[src/rtl/if_fetch_unit_pkg.sv]
// Shared constants and the IF/ID latch type for the fetch stage.
package if_pkg;

    localparam logic [31:0] NOP_WORD  = 32'h0000_0000;
    localparam int unsigned PC_RESET  = 0;
    localparam int unsigned NPC_RESET = 4;
    localparam int unsigned PC_STEP   = 4;

    // pc is held at 32 bits; the fetch unit supports ADDR_W up to 32.
    typedef struct packed {
        logic [31:0] instr;
        logic [31:0] pc;
        logic        valid;
    } ifid_t;

endpackage

[src/rtl/if_fetch_unit_if.sv]
// Control/ID-side bundle of the fetch unit. IF_ANNUL_EN adds the annul input.
interface if_fetch_unit_if #(
    parameter int unsigned ADDR_W = 32
);
`ifdef IF_ANNUL_EN
    logic              annul;
`endif
    logic              LE;
    logic              redirect;
    logic [ADDR_W-1:0] redirect_target;
    logic              flush;
    logic              imem_we;
    logic [ADDR_W-1:0] imem_waddr;
    logic [31:0]       imem_wdata;
    logic [ADDR_W-1:0] pc_out;
    logic [ADDR_W-1:0] npc_out;
    logic [31:0]       instruction_out;
    logic [ADDR_W-1:0] pc_id_out;
    logic              valid_id_out;
    logic              redir_pend_out;

    modport master (
`ifdef IF_ANNUL_EN
        output annul,
`endif
        output LE, redirect, redirect_target, flush, imem_we, imem_waddr, imem_wdata,
        input  pc_out, npc_out, instruction_out, pc_id_out, valid_id_out, redir_pend_out
    );

    modport slave (
`ifdef IF_ANNUL_EN
        input  annul,
`endif
        input  LE, redirect, redirect_target, flush, imem_we, imem_waddr, imem_wdata,
        output pc_out, npc_out, instruction_out, pc_id_out, valid_id_out, redir_pend_out
    );
endinterface

[src/rtl/if_fetch_unit_imem.sv]
// Instruction memory: DEPTH x 32, asynchronous read, synchronous write, no reset.
module if_imem #(
    parameter int unsigned DEPTH = 128,
    parameter int unsigned IDX_W = $clog2(DEPTH)
) (
    input  logic             clk,
    input  logic             we,
    input  logic [IDX_W-1:0] waddr,
    input  logic [31:0]      wdata,
    input  logic [IDX_W-1:0] raddr,
    output logic [31:0]      rdata
);
    logic [31:0] mem [DEPTH];

    always_ff @(posedge clk) begin
        if (we) mem[waddr] <= wdata;
    end

    assign rdata = mem[raddr];
endmodule

[src/rtl/if_fetch_unit.sv]
// SPARC-style PC/nPC fetch stage with delayed-branch redirect, stall capture and IF/ID flush.
// Define IF_ANNUL_EN to add the annul input that squashes an untaken delay slot.
module if_fetch_unit
    import if_pkg::*;
#(
    parameter int unsigned ADDR_W   = 32,
    parameter int unsigned DEPTH    = 128,
    parameter logic [31:0] NOP_WORD = if_pkg::NOP_WORD
) (
    input logic          clk,
    input logic          R,
    if_fetch_unit_if.slave bus
);
    localparam int unsigned IDX_W = $clog2(DEPTH);

    logic [ADDR_W-1:0] pc_q, npc_q, ptgt_q, tgt;
    logic              pend_q, annul_slot;
    ifid_t             ifid_q;
    logic [31:0]       word;

    assign tgt = {bus.redirect_target[ADDR_W-1:2], 2'b00};

`ifdef IF_ANNUL_EN
    assign annul_slot = bus.annul & ~bus.redirect;
`else
    assign annul_slot = 1'b0;
`endif

    if_imem #(.DEPTH(DEPTH), .IDX_W(IDX_W)) u_imem (
        .clk   (clk),
        .we    (bus.imem_we),
        .waddr (bus.imem_waddr[IDX_W+1:2]),
        .wdata (bus.imem_wdata),
        .raddr (pc_q[IDX_W+1:2]),
        .rdata (word)
    );

    always_ff @(posedge clk) begin
        if (R) begin
            pc_q   <= ADDR_W'(PC_RESET);
            npc_q  <= ADDR_W'(NPC_RESET);
            pend_q <= 1'b0;
            ptgt_q <= '0;
            ifid_q <= '{instr: NOP_WORD, pc: '0, valid: 1'b0};
        end else begin
            if (bus.LE) begin
                pc_q   <= npc_q;
                pend_q <= 1'b0;
                // A same-cycle redirect is newer than any captured one.
                if (bus.redirect)  npc_q <= tgt;
                else if (pend_q)   npc_q <= ptgt_q;
                else               npc_q <= npc_q + ADDR_W'(PC_STEP);
            end else if (bus.redirect) begin
                pend_q <= 1'b1;
                ptgt_q <= tgt;
            end

            if (bus.flush) begin
                ifid_q.instr <= NOP_WORD;
                ifid_q.valid <= 1'b0;
            end else if (bus.LE) begin
                ifid_q.instr <= annul_slot ? NOP_WORD : word;
                ifid_q.pc    <= 32'(pc_q);
                ifid_q.valid <= ~annul_slot;
            end
        end
    end

    assign bus.pc_out          = pc_q;
    assign bus.npc_out         = npc_q;
    assign bus.instruction_out = ifid_q.instr;
    assign bus.pc_id_out       = ADDR_W'(ifid_q.pc);
    assign bus.valid_id_out    = ifid_q.valid;
    assign bus.redir_pend_out  = pend_q;

    logic unused_bits;
    assign unused_bits = ^{bus.imem_waddr, bus.redirect_target[1:0], pc_q, ptgt_q[1:0]};
endmodule
[src/flat_wrapper.sv]
// flat-port wrapper written by rule: the top's interface ports become plain ports
module if_fetch_unit_flat import if_pkg::*;
#(
    parameter int unsigned ADDR_W   = 32,
    parameter int unsigned DEPTH    = 128,
    parameter logic [31:0] NOP_WORD = if_pkg::NOP_WORD
)
  (clk, R, bus_LE, bus_redirect, bus_redirect_target, bus_flush, bus_imem_we, bus_imem_waddr, bus_imem_wdata, bus_pc_out, bus_npc_out, bus_instruction_out, bus_pc_id_out, bus_valid_id_out, bus_redir_pend_out);
  if_fetch_unit_if #(.ADDR_W(ADDR_W)) bus_i ();
  input logic clk;
  input logic R;
  input wire logic [$bits(bus_i.LE)-1:0] bus_LE;
  input wire logic [$bits(bus_i.redirect)-1:0] bus_redirect;
  input wire logic [$bits(bus_i.redirect_target)-1:0] bus_redirect_target;
  input wire logic [$bits(bus_i.flush)-1:0] bus_flush;
  input wire logic [$bits(bus_i.imem_we)-1:0] bus_imem_we;
  input wire logic [$bits(bus_i.imem_waddr)-1:0] bus_imem_waddr;
  input wire logic [$bits(bus_i.imem_wdata)-1:0] bus_imem_wdata;
  output wire logic [$bits(bus_i.pc_out)-1:0] bus_pc_out;
  output wire logic [$bits(bus_i.npc_out)-1:0] bus_npc_out;
  output wire logic [$bits(bus_i.instruction_out)-1:0] bus_instruction_out;
  output wire logic [$bits(bus_i.pc_id_out)-1:0] bus_pc_id_out;
  output wire logic [$bits(bus_i.valid_id_out)-1:0] bus_valid_id_out;
  output wire logic [$bits(bus_i.redir_pend_out)-1:0] bus_redir_pend_out;
  assign bus_i.LE = bus_LE;
  assign bus_i.redirect = bus_redirect;
  assign bus_i.redirect_target = bus_redirect_target;
  assign bus_i.flush = bus_flush;
  assign bus_i.imem_we = bus_imem_we;
  assign bus_i.imem_waddr = bus_imem_waddr;
  assign bus_i.imem_wdata = bus_imem_wdata;
  assign bus_pc_out = bus_i.pc_out;
  assign bus_npc_out = bus_i.npc_out;
  assign bus_instruction_out = bus_i.instruction_out;
  assign bus_pc_id_out = bus_i.pc_id_out;
  assign bus_valid_id_out = bus_i.valid_id_out;
  assign bus_redir_pend_out = bus_i.redir_pend_out;
  if_fetch_unit #(.ADDR_W(ADDR_W), .DEPTH(DEPTH), .NOP_WORD(NOP_WORD)) u_core (.clk(clk), .R(R), .bus(bus_i));
endmodule
[config.mk]
export PLATFORM = sky130hd
export DESIGN_NAME = if_fetch_unit_flat
export DESIGN_NICKNAME = d
export VERILOG_FILES = /design/src/rtl/if_fetch_unit_pkg.sv /design/src/rtl/if_fetch_unit_if.sv /design/src/rtl/if_fetch_unit_imem.sv /design/src/rtl/if_fetch_unit.sv /design/src/flat_wrapper.sv
export SDC_FILE = /design/constraint.sdc
export NUM_CORES = 2
export LEC_CHECK = 0
export BUFFER_PORTS_ARGS = -buffer_cell sky130_fd_sc_hd__buf_2
export CAP_MARGIN = 15
export CORE_AREA = 5 5 742 744
export DETAILED_ROUTE_END_ITERATION = 12
export DIE_AREA = 0 0 747 749
export PLACE_DENSITY_LB_ADDON = 0.05
export SKIP_CTS_REPAIR_TIMING = 1
export SYNTH_ARGS = -nofsm -noshare
export SYNTH_HDL_FRONTEND = slang
export SYNTH_HIERARCHICAL = 1
export SYNTH_SLANG_ARGS = --single-unit
[constraint.sdc]
create_clock -name clk -period 4.26 [get_ports clk]
set_clock_uncertainty 0.2 [all_clocks]
set_input_delay 1.065 -clock clk [delete_from_list [all_inputs] [get_ports clk]]
set_output_delay 1.065 -clock clk [all_outputs]
set_load 0.02 [all_outputs]
==> metrics.md <==
| Metric | Value |
|---|---|
| Outcome | complete, no violations |
| Count of input and output buffers | slightly below 200 |
| Worst min-delay path category | input pin to register |
| Number of placement rows | around 270 |
| Number of storage elements in the synthesis netlist | 4250 |
| Count of pins over their slew limit | 0 |
| H-tree levels | 5 |
| Netlist area before placement | about 160000 µm² |
| Commonest cells after routing, fill and taps aside | 4096 x sky130_fd_sc_hd__edfxtp_1, 1344 x sky130_fd_sc_hd__mux4_2, 490 x sky130_fd_sc_hd__clkbuf_16 |
| Area growth from synthesis to layout | 18.86% |
| Number of placed instances, taps included | between 10000 and 15000 |
| DPL Wire Length | approximately 300000 µm |
| Initial standard-cell utilization of the core | 29.85% |
| Setup slack on the worst flop-to-flop path | about 200 ps |
| Final cycle utilization of the critical path | 95.25% |
| Avg WL per Cell | roughly 35 µm |
| Number of filler instances in the final layout | roughly 50000 |
| Layout cells sized above 1 | about a third |
| Final worst path period need | between 4000 and 5000 ps |
| Setup crit start kind | register |
| Number of global-route vias before repair | 80360 |
| Ys flop type | sky130_fd_sc_hd__edfxtp_1 |
| Clock sinks | roughly 4300 |
| Main combinational cell family by area after synthesis | multiplexers |
| Routed via count divided by cell count | slightly above 5 |
| Sequential share of power | between 50% and 60% |
| Count of cell types in the netlist | 55 |
| Count of synthesis-stage warnings from yosys | 6 |
| Total clock buffers created by CTS | ~480 |
| Kind of critical path | register to register |
| Final estimated routing congestion in global placement | roughly 0.77 |
| DIE AREA | 559500 µm² |
| First-pass GRT wire length | 711500 µm |
| Placeable Area | 543200 µm² |
| Worst-case setup slack after placement | 159.2 ps |
| # nets final | approximately 7500 |
| Simple-gate portion of the synthesized area | under 10% |
| Adder-cell share of the synthesized area | 0.007717% |
| Number of nets with antenna violations after detailed routing | 0 |
| Leakage dissipation | a little under 0.06 µW |
| Via count of the routed design | 76440 |
| Unrepaired setup endpoints after global routing | no |
| Residual DRC count | 0 |
| Number of failing setup endpoints in the final timing report | 0 |
| Hold Violations, Final | 0 |
| Slack of the critical path | slightly above 200 ps |
| Initial antenna violation count | 67 |
| Comb pwr share | 6.1% |
| Power dissipated by switching net loads | 20550 µW |
| Die Span Y | 749 µm |
| Number of detailed-routing iterations run before antenna repair | 7 |
| Clock tree from TritonCTS | done |
| Worst path required time | 4920 ps |
| Leading cell type in the layout, fill and taps excluded | sky130_fd_sc_hd__edfxtp_1 |
| Post-synth EDFFs | approximately 4100 |
| Register area share after synthesis | approximately 80% |
| Hold depth | 3 |
| Clock transition at the registers of the reported paths | approximately 60 ps |
| Post-synthesis xor/xnor area fraction | less than 1% |
| Share of synthesized area spent on multiplexers | between 10% and 20% |
| Achievable Freq | about 0.25 GHz |
| Kind of end point of the critical path | register |
| Int Power | around 70000 µW |
| Gr usage total | between 15 and 20% |
| I/O pin count | 232 |
| Worst vdd rail ir drop | roughly 330 µV |
| Synth async-reset ratio | 0% |
| Ratio of total power to cell area | about 470 nW/µm² |
| Buffer levels on the longest clock path | 4 |
| Share of power burned in the clock network | between 40% and 50% |
| Tightest Pin Transition | 1160 ps |
| Initial DRC count | between 7000 and 8000 |
| Critical-path maximum fanout | 20 |
| R2r worst-path depth | 9 |
| Clock Latency Late Sink | approximately 1000 ps |
| Pin count of the biggest net entering global routing | 129 |
| Layout Cells excl Fill | between 15000 and 20000 |
| Switching share of total power | a little under a quarter |
| Max Cap Viol | 0 |
| Global-route congestion overflow total | 0 |
| Clock root buffer master | sky130_fd_sc_hd__clkbuf_16 |
| Critical path arrival | ~4700 ps |
| Finished Core Util | between 30% and 40% |
| Width of the die | roughly 750 µm |
| Average instance area after synthesis | roughly 24 µm² |
| Total wirelength of the detailed-routed design | 527600 µm |
| Instance count of the mapped netlist | 6742 |
| Compound-Gate Fraction of Synth Area | less than 1% |
| Max_slew headroom | around 22% |
==> worst max-delay path: stages (launching register included) <==
cell	delay (ps)
sky130_fd_sc_hd__dfxtp_4	690
sky130_fd_sc_hd__buf_12	250
sky130_fd_sc_hd__buf_12	230
sky130_fd_sc_hd__buf_4	200
sky130_fd_sc_hd__mux4_2	520
sky130_fd_sc_hd__mux4_2	700
sky130_fd_sc_hd__mux4_2	570
sky130_fd_sc_hd__mux2_2	280
sky130_fd_sc_hd__mux2i_1	140
sky130_fd_sc_hd__nor2_1	60
==> flip-flops by register name, summed over array words and instances (netlist names) <==
signal and cells:
u_core/bus.instruction_out 32, u_core/bus.valid_id_out 1, u_core/u_imem/mem 4096, u_core/bus.pc_out 30, u_core/bus.npc_out 30, u_core/ptgt_q 30
u_core/bus.pc_id_out 30, u_core/bus.redir_pend_out 1
==> cell families after synthesis <==
logic type      Yosys count
compound gates          172
xor+xnor                  8
flops                  4250
other cells               1
simple gates            475
buf+inv                 391
fa+ha+maj                 1
mux                    1444
==> cells in the mapped netlist (10+ instances only) <==
master	count	share of area, %
sky130_fd_sc_hd__buf_2	80	0.25
sky130_fd_sc_hd__buf_1	56	0.13
sky130_fd_sc_hd__mux4_2	1344	19
sky130_fd_sc_hd__nand3_1	21	0.065
sky130_fd_sc_hd__o21ai_0	28	0.086
sky130_fd_sc_hd__clkbuf_1	230	0.53
sky130_fd_sc_hd__a21oi_1	85	0.26
sky130_fd_sc_hd__dfxtp_1	154	1.9
sky130_fd_sc_hd__nand2_1	165	0.38
sky130_fd_sc_hd__inv_1	12	0.028
sky130_fd_sc_hd__nor3_1	18	0.056
sky130_fd_sc_hd__mux2_2	32	0.22
sky130_fd_sc_hd__nor2_1	213	0.49
sky130_fd_sc_hd__edfxtp_1	4096	76
sky130_fd_sc_hd__mux2i_1	68	0.42
sky130_fd_sc_hd__nor2b_1	10	0.039
==> per-stage QoR <==
| step | TNS, ps | instance area (µm²) | total power (µW) | hold slack, ps |
|---|---|---|---|---|
| 2_1_floorplan | -22230 | 162200 | 49720 | 231.2 |
| 3_3_place_gp | 0 | 177600 | 52760 | 241.1 |
| 3_5_place_dp | 0 | 177600 | 52830 | 246.8 |
| 4_1_cts | 0 | 192600 | 92840 | -81.83 |
| 5_1_grt | 0 | 192600 | 94750 | 0.1918 |
| 6_report | 0 | 192700 | 91310 | 79.91 |
==> worst paths after layout <==
path / end / start
worst max-delay path: u_core/bus.instruction_out[1] / u_core/bus.pc_out[2]
worst max register to register: u_core/bus.instruction_out[1] / u_core/bus.pc_out[2]
worst min-delay path: u_core/ptgt_q[6] / bus_redirect_target[6]
worst min register to register: u_core/ptgt_q[8] / u_core/ptgt_q[8]
==> routing by layer <==
layer / vias to the layer above / part of all wire, % / track usage, % / wire length (µm)
li1: 30590 / - / - / -
met5: - / 0.030 / 0 / 157
met3: 582 / 5.0 / 2.868 / 26310
met1: 43170 / 46 / 26.78 / 240400
met2: 2069 / 48 / 30.10 / 251100
met4: 24 / 1.8 / 3.380 / 9619
==> power groups by stage <==
stage                     registers [µW]  logic, µW  clock network, µW
after floorplan                    47000       2700                  0
after global placement             47000       5730                  0
after detailed placement           47000       5800                  0
after CTS                          46200       5800              40900
after global routing               46200       5930              42700
final                              46200       5570              39600
==> cell type report <==
class                      instances  area [µm²]  area share [%]
timing repair buffer             592        6960           3.612
multi-input combinational       2106       35460           18.40
tap                             7234        9051           4.697
clock inverter                   278        2143           1.112
antenna                           41       102.6         0.05324
sequential                      4250      126100           65.43
inverter                          12       45.04         0.02337
clock buffer                     613       12850           6.670
Note: power is estimated with default switching activity, not from simulation.
